File: src/rtl/mult_pkg.sv
`default_nettype none
// +----------------------------------------------------------------------+
// | Package : mult_pkg                                                   |
// | Shared state encoding and shift-direction constants for the          |
// | shift-add multiplier datapath.                                       |
// | Rev 1.0 : initial release                                            |
// +----------------------------------------------------------------------+
package mult_pkg;

  typedef enum logic [1:0] {
    ST_IDLE  = 2'd0,
    ST_SHIFT = 2'd1,
    ST_DONE  = 2'd2
  } state_t;

  localparam logic DIR_RIGHT = 1'b0;
  localparam logic DIR_LEFT  = 1'b1;

endpackage
`default_nettype wire

File: src/rtl/shift_cnt.sv
`default_nettype none
// +----------------------------------------------------------------------+
// | Module  : shift_cnt                                                  |
// | Loadable down-counter holding the remaining shifts of a run.         |
// | Rev 1.0 : initial release                                            |
// +----------------------------------------------------------------------+
module shift_cnt #(
  parameter int CW = 5
) (
  input  logic          clk,
  input  logic          rst_n,
  input  logic          ld,
  input  logic [CW-1:0] d,
  input  logic          dec,
  output logic [CW-1:0] q,
  output logic          last
);

  logic [CW-1:0] r_q;

  always_ff @(posedge clk or negedge rst_n) begin
    if (!rst_n) begin
      r_q <= '0;
    end else if (ld) begin
      r_q <= d;
    end else if (dec) begin
      r_q <= r_q - CW'(1);
    end
  end

  assign q    = r_q;
  assign last = (r_q == CW'(1));

endmodule
`default_nettype wire

File: src/rtl/opnd_shift_reg.sv
`default_nettype none
// +----------------------------------------------------------------------+
// | Module  : opnd_shift_reg                                             |
// | Operand register: parallel load, clear, sequenced multi-bit shift    |
// | with serial fill and a one-cycle completion pulse.                   |
// | Rev 1.0 : initial release                                            |
// +----------------------------------------------------------------------+
module opnd_shift_reg
  import mult_pkg::*;
#(
  parameter  int WIDTH = 16,
  localparam int CW    = $clog2(WIDTH + 1)
) (
  input  logic             clk,
  input  logic             rst_n,
  input  logic             clr,
  input  logic             load,
  input  logic [WIDTH-1:0] data,
  input  logic             start,
  input  logic             dir,
  input  logic [CW-1:0]    shamt,
  input  logic             ser_in,
  output logic [WIDTH-1:0] X,
  output logic             ser_out,
  output logic             busy,
  output logic             done
);

  state_t            r_state;
  state_t            w_state_nxt;
  logic              r_dir;
  logic [WIDTH-1:0]  r_x;
  logic              r_ser_out;

  logic              w_start_acc;
  logic              w_cnt_ld;
  logic              w_cnt_dec;
  logic              w_cnt_last;
  logic [CW-1:0]     w_cnt_d;
  logic [CW-1:0]     w_cnt_q;

  // load beats start; nothing new is accepted while a run is in flight
  assign w_start_acc = (r_state != ST_SHIFT) & start & ~load & ~clr;

  shift_cnt #(
    .CW (CW)
  ) u_shift_cnt (
    .clk   (clk),
    .rst_n (rst_n),
    .ld    (w_cnt_ld),
    .d     (w_cnt_d),
    .dec   (w_cnt_dec),
    .q     (w_cnt_q),
    .last  (w_cnt_last)
  );

  always_ff @(posedge clk or negedge rst_n) begin
    if (!rst_n) begin
      r_state <= ST_IDLE;
    end else begin
      r_state <= w_state_nxt;
    end
  end

  always_comb begin
    w_state_nxt = r_state;
    w_cnt_ld    = 1'b0;
    w_cnt_d     = '0;
    w_cnt_dec   = 1'b0;
    if (clr) begin
      w_state_nxt = ST_IDLE;
      w_cnt_ld    = 1'b1;
    end else begin
      case (r_state)
        ST_SHIFT: begin
          w_cnt_dec = (w_cnt_q != '0);
          // a zero count here cannot occur normally; leave rather than hang
          if (w_cnt_last || (w_cnt_q == '0)) begin
            w_state_nxt = ST_DONE;
          end
        end
        default: begin
          w_state_nxt = ST_IDLE;
          if (w_start_acc) begin
            w_cnt_ld    = 1'b1;
            w_cnt_d     = shamt;
            w_state_nxt = (shamt != '0) ? ST_SHIFT : ST_DONE;
          end
        end
      endcase
    end
  end

  always_ff @(posedge clk or negedge rst_n) begin
    if (!rst_n) begin
      r_x       <= '0;
      r_ser_out <= 1'b0;
      r_dir     <= DIR_RIGHT;
    end else if (clr) begin
      r_x       <= '0;
      r_ser_out <= 1'b0;
    end else if (r_state == ST_SHIFT) begin
      if (r_dir == DIR_LEFT) begin
        r_x       <= {r_x[WIDTH-2:0], ser_in};
        r_ser_out <= r_x[WIDTH-1];
      end else begin
        r_x       <= {ser_in, r_x[WIDTH-1:1]};
        r_ser_out <= r_x[0];
      end
    end else if (load) begin
      r_x <= data;
    end else if (w_start_acc) begin
      r_dir <= dir;
    end
  end

  assign X       = r_x;
  assign ser_out = r_ser_out;
  assign busy    = (r_state == ST_SHIFT);
  assign done    = (r_state == ST_DONE);

endmodule
`default_nettype wire

File: config.mk
export PLATFORM = sky130hd
export DESIGN_NAME = opnd_shift_reg
export DESIGN_NICKNAME = d
export VERILOG_FILES = /design/src/rtl/mult_pkg.sv /design/src/rtl/shift_cnt.sv /design/src/rtl/opnd_shift_reg.sv
export SDC_FILE = /design/constraint.sdc
export NUM_CORES = 1
export LEC_CHECK = 0
export CAP_MARGIN = 20
export CORE_MARGIN = 2
export CORE_UTILIZATION = 50
export CTS_BUF_LIST = sky130_fd_sc_hd__clkbuf_8
export CTS_CLUSTER_DIAMETER = 120
export CTS_CLUSTER_SIZE = 20
export DETAILED_ROUTE_END_ITERATION = 10
export DONT_BUFFER_PORTS = 1
export HOLD_SLACK_MARGIN = 0.1
export PLACE_DENSITY = 0.68
export SLEW_MARGIN = 20
export SYNTH_ARGS = -nofsm -noshare
export SYNTH_HDL_FRONTEND = slang
export SYNTH_SLANG_ARGS = --single-unit
File: constraint.sdc
create_clock -name clk -period 1.8 [get_ports clk]
set_clock_uncertainty 0.1 [all_clocks]
set_input_delay 0.18 -clock clk [delete_from_list [all_inputs] [get_ports clk]]
set_output_delay 0.18 -clock clk [all_outputs]
set_load 0.03 [all_outputs]
==> flow_summary.ini, run 1 <==
[status]
outcome = finished, final reports clean

[grt]
antenna_found_initial = 0
grt_max_degree = 38
first_global_vias = 1247
grt_first_pass_wirelength_um = 6080
gr-total-overflow = 0
grt.total_usage = 0.232

[sta]
fin_crit_ps = 1690
slew_headroom = 0.423
clock.fmax_mhz = 591
worst_pin_slew_ps = 865
fin_crit_sh = 0.939
slew_violations = 0
setup_violations = 0
final-hold-violation-count = 0

[synthesis]
seq_area_frac_synth = 0.425
synth_area_um2 = 1470
synth_nets = 168
synth-async-reset-ratio = 1.00
yosysWarnings = 0
yosysTopAreaCellShare = 0.425
yosysTopAreaCell = dfrtp_1
synth.distinct_cells = 29
synth-main-ff-cell = dfrtp_1
synth_cells = 138
avgSynthCellArea_um2 = 10.7
synth_area_leaders = dfrtp_1, a211oi_1, mux2i_1, nor2b_1, a22o_1
synth-seq-cells = 25
synth_edf_count = 0

[clock_network]
numClockSinks = 25
cts_buffer_depth = 2
cts_root_buf = clkbuf_8
insertion_delay_ps = 260
cts_setup_buffers = 0
cts_made_buffers = 3
htreeDepth = 1
clk_pin_slew_ps = 90
cts_tree = built

[power_and_ir_drop]
p_per_area_nw_per_um2 = 728
ir_drop_mv = 0.581
power.leakage_nw = 0.851

[route]
wl_per_cell_um = 18.7
drtIter0Drc = 43
vias = 1294
post-route-drc-count = 0
drtAntennaViolNets = 0
viasPerCell = 6.13
wl_um = 3940
firstDrtPassIters = 4

[floorplanning]
rows = 19
start_util = 0.529
die_w_um = 58.3
core_area_um2 = 2780
pin_count = 47
fp.dieArea_um2 = 3400
die_y_um = 58.3

[setup_path]
required_ps = 1870
ff2ff_setup_slack_ps = 110
worst-endpoint-arrival_ps = 1760
r2r_start = X[10]
r2r-end = X[10]
crit_chain = mux2i_1, dlygate4sd3_1, a211oi_1
critPathMaxStageDelay_ps = 580
worstSetupStartpointType = register
cp_max_fo = 4
critical_path_class = reg2reg
r2r_cells = 3
cp_slowest_cell = dfrtp_1
worst_setup_path_end_kind = register

[place]
place_area_um2 = 1520
place_hpwl_um = 2220
place_congestion = 0.785
io_buffers = 0

[finish]
seqCellArea_um2 = 632
area_delta_synth_final_pct = 38.5
fill_cells = 199
multi_input_area_um2 = 790
antenna_cells = 0
fin_util = 0.733
finish.instance_area_um2 = 2040
drive_gt1_frac = 0.133
nNetsFinal = 211

[hold_path]
min_path_cells = 3
hp-class = in2reg
min_from = clr
whs_endpoint = u_shift_cnt.q[4]

[run]
cap_violations = 0
-- cell type report --
cell class	instances	share of cell area
clock buffers	3	0.0202
flip-flops and latches	25	0.310
inverters	5	0.00920
repair buffers	49	0.253
multi-input cells	97	0.387
well taps	31	0.0190
clock inverters	1	0.00184
-- synth_stat cells, types with 2 or more instances --
cell type / count
nor2_1: 5
mux2_2: 2
a211oi_1: 33
inv_1: 5
buf_1: 3
ha_1: 2
a22o_1: 3
clkbuf_1: 4
nor2b_1: 17
dfrtp_1: 25
mux2i_1: 18
buf_2: 4
-- report_power, final --
group | total [mW] | internal (mW) | switching, mW
clock network | 0.327 | 0.152 | 0.174
logic | 0.412 | 0.220 | 0.192
registers | 0.746 | 0.613 | 0.133
total | 1.48 | 0.986 | 0.499
-- cells in the final DEF (no fill, tap or decap), types with 3 or more instances in the layout --
master and instances:
a211oi_1 33, a22o_1 3, buf_4 5, clkbuf_8 3, dfrtp_1 20, dfrtp_2 5
dlygate4sd3_1 40, inv_1 6, mux2i_1 18, nor2_1 5, nor2b_1 17
-- per-layer routing --
metal	GRT usage	part of all wire	vias up
li1	-	-	604
met1	0.326	0.45	633
met2	0.360	0.48	50
met3	0.0603	0.061	7
met4	0.0498	0.0086	0
met5	0	0	-
-- worst max-delay path by stage --
stage / start / to / slack, ps / depth (start not counted)
after floorplan: u_shift_cnt.q[0] / u_shift_cnt.q[2] / 120 / 5
after detailed placement: u_shift_cnt.q[0] / u_shift_cnt.q[2] / 70 / 5
after global placement: u_shift_cnt.q[0] / u_shift_cnt.q[3] / 130 / 4
final: X[10] / X[10] / 110 / 3
after global routing: u_shift_cnt.q[0] / u_shift_cnt.q[3] / -0.5 / 6
after CTS: clr / r_state[1] / 10 / 5
-- flip-flops by register name (all words and copies together), names as in the netlist --
register	count
ser_out	1
r_state	2
X	16
r_dir	1
u_shift_cnt.q	5
-- cell families after synthesis --
family | share of synthesized area
DFF | 0.425
adders and majority gates | 0.0170
and+or+nand+nor | 0.126
xor gates and xnor gates | 0.0119
AOI/OAI and AO/OA | 0.239
muxes | 0.138
buffers and inverters | 0.0442
-- metrics by stage --
step	instances	hold slack [ps]	power [mW]	setup TNS, ps	worst slack [ps]
after CTS	210	107	1.47	0	14.4
after global placement	164	-215	1.01	0	132
final	211	101	1.48	0	109
after detailed placement	164	-215	1.02	0	72.1
after floorplan	138	-216	0.969	0	115
after global routing	211	99.4	1.57	-0.499	-0.499
-- repair_timing --
action,4_1_cts,5_1_grt
resized for setup,0,8
endpoints found under the hold margin,50,0
hold buffers,42,0
endpoints found under the setup margin,0,13
-- critical path: cells and delay by family, from the launching register on --
kind,cells,cell delay (ps)
DFF,1,580
buffers and inverters,1,570
AOI/OAI and AO/OA,1,240
muxes,1,110
Note: power is estimated with default switching activity, not from simulation.
==> run 2, diff against run 1 <==
--- a/config.mk
+++ b/config.mk
@@ -18,4 +18,5 @@
 export SLEW_MARGIN = 20
 export SYNTH_ARGS = -nofsm -noshare
 export SYNTH_HDL_FRONTEND = slang
+export SYNTH_HIERARCHICAL = 1
 export SYNTH_SLANG_ARGS = --single-unit
==> run 2 against run 1 <==
Effect of this change: the run now ends with negative hold slack, negative setup slack left; flip-flop and latch count unchanged; first-iteration DRC count increased by 74%; critical path depth increased by 3; utilization decreased by 12 points; maximum frequency decreased by 12%.
==> flow_summary.ini, run 2 <==
[sta]
final-hold-violation-count = 1
slew_violations = 0
hold_slack_ps = -125
rsz0062_at_grt = true
setup_violations = 2
slew_headroom = 0.588
worst_slack_ps = -129
worst_pin_slew_ps = 619
clock.fmax_mhz = 518
fin_crit_ps = 1930
fin_crit_sh = 1.07

[place]
dp_slack_ps = -96.3
dp_cells = 210
place_hpwl_um = 2580
place_congestion = 0.734
place_area_um2 = 1710
io_buffers = 0

[route]
wl_um = 3810
drtAntennaViolNets = 0
firstDrtPassIters = 4
wl_per_cell_um = 16.9
vias = 1300
post-route-drc-count = 0
viasPerCell = 5.75
drtIter0Drc = 75

[synthesis]
synth_area_leaders = dfrtp_1, mux2i_1, o22a_1, nor2b_1, nor3_1
synth_xor_area_frac = 0.0215
yosysWarnings = 6
yosysTopAreaCellShare = 0.384
synth_compound_area_frac = 0.127
synth_nets = 196
synthMuxAreaShare = 0.118
synth-seq-cells = 25
synth-async-reset-ratio = 1.00
synth.distinct_cells = 32
avgSynthCellArea_um2 = 9.81
synth.top_cells.by_count = dfrtp_1, nor2_1, mux2i_1, nor2b_1
synthSimpleGateAreaFrac = 0.271
seq_area_frac_synth = 0.384
synth_cells = 166
yosysTopAreaCell = dfrtp_1
synth-main-ff-cell = dfrtp_1
yosysMostFrequentCell = dfrtp_1
synth_area_um2 = 1630
synth_top_family_by_area = simple AND/OR/NAND/NOR gates
synth_edf_count = 0
synth_fa_ha_area_frac = 0.0154

[clock_network]
cts_made_buffers = 3
cts_tree = built
htreeDepth = 1
cts_buffer_depth = 2
insertion_delay_ps = 260
clk_pin_slew_ps = 90
cts_root_buf = clkbuf_8
numClockSinks = 25
holdBufCountCts = 9

[finish]
mostFrequentLayoutCells = dfrtp_1, nor2_1, nor2b_1, mux2i_1
fill_cells = 269
final_common_cell = dfrtp_1
drive_gt1_frac = 0.187
area_delta_synth_final_pct = 16.4
nNetsFinal = 213
finish.instance_area_um2 = 1900
fin_util = 0.616
seqCellArea_um2 = 626
finalNonFillerCells = 226
antenna_cells = 0
multi_input_area_um2 = 937
largest_reg_flops = 16

[hold_path]
whs_endpoint = ser_out
hp-class = in2reg
min_from = clr
min_path_cells = 1

[power_and_ir_drop]
ir_drop_mv = 0.634
p_per_area_nw_per_um2 = 764
power.leakage_nw = 0.824

[setup_path]
worst_setup_path_end_kind = register
critical_path_class = reg2reg
critPathMaxStageDelay_ps = 550
cp_common_cell = nor2_4
crit_cells = 6
r2r_cells = 6
cp_num_buf_inv = 0
critPathLaunch = u_shift_cnt/q[4]
required_ps = 1860
worst-endpoint-arrival_ps = 1990
r2r-end = u_shift_cnt/q[3]
ff2ff_setup_slack_ps = -130
worstSetupStartpointType = register
crit_family = simple AND/OR/NAND/NOR gates
cp_max_fo = 3
cp_slowest_cell = or4_4
crit_chain = or4_4, nor2_4, nor2_4, nor4b_4, xor2_1, mux2_2
r2r_start = u_shift_cnt/q[4]

[floorplanning]
fp.dieArea_um2 = 3730
rows = 20
start_util = 0.529
die_y_um = 61.1
core_area_um2 = 3080
die_w_um = 61.1
pin_count = 47

[grt]
grt.total_usage = 0.213
gr-total-overflow = 0
antenna_found_initial = 0
first_global_vias = 1238
grt_max_degree = 26
grt_first_pass_wirelength_um = 5980

[status]
violations = negative hold slack, negative setup slack
outcome = complete, but fails checks

[run]
cap_violations = 0
## run 2: cell families (layout without fill, tap and decap cells)
| family | count (synthesis) | in the layout |
|---|---|---|
| AND/OR/NAND/NOR | 75 | 75 |
| AO/OA/AOI/OAI | 25 | 25 |
| flip-flops | 25 | 25 |
| multiplexers | 19 | 19 |
| buffers and inverters | 16 | 32 |
| XOR/XNOR | 4 | 4 |
| adder cells (fa/ha/maj) | 2 | 2 |
## run 2: worst max path at each step
stage                       end  slack [ps]
2_1_floorplan  u_shift_cnt/q[3]        -110
3_3_place_gp   u_shift_cnt/q[3]         -50
3_5_place_dp   u_shift_cnt/q[3]        -100
4_1_cts        u_shift_cnt/q[3]         -80
5_1_grt        u_shift_cnt/q[3]        -180
6_report       u_shift_cnt/q[3]        -130
## run 2: worst register-to-register path, delay by kind of cell, from the launching register on
kind / cells / cell delay [ps]
xor gates and xnor gates: 1 / 170
DFF: 1 / 380
and+or+nand+nor: 4 / 900
muxes: 1 / 270
## run 2: power breakdown
part	switching [mW]	leakage, nW	internal (mW)	total, mW
clock	0.180	0.0255	0.155	0.335
sequential	0.134	0.325	0.610	0.744
combinational	0.174	0.474	0.196	0.370
total	0.488	0.824	0.960	1.45
## run 2: layout make-up
class | instances | share of cell area
clock buffer | 3 | 0.0218
clock inverter | 1 | 0.00264
tap | 44 | 0.0290
timing repair buffer | 25 | 0.116
sequential | 25 | 0.330
multi-input combinational | 125 | 0.494
inverter | 3 | 0.00594
## run 2: what timing repair did
action                                 CTS  global route
gates cloned                             0             0
pin swaps                                2             4
endpoints found under the hold margin   50            17
gates resized for setup                  2             5
setup buffers                            1             2
setup endpoints to repair                3             5
## run 2: layer usage
layer / GRT usage / vias up / share of wire / routed length (µm)
li1: - / 616 / - / -
met1: 0.298 / 633 / 0.43 / 1630
met2: 0.347 / 51 / 0.49 / 1860
met3: 0.0462 / 0 / 0.084 / 321
met4: 0.0373 / 0 / 0 / 0
met5: 0 / - / 0 / 0
## run 2: through the flow
stage               hold WS, ps  power, mW  setup TNS (ps)
floorplan                  -216       1.02            -108
global placement           -215       1.06           -47.8
detailed placement         -215       1.07            -120
CTS                        -132       1.44           -84.0
global route               -134       1.52            -411
finish                     -125       1.45            -132
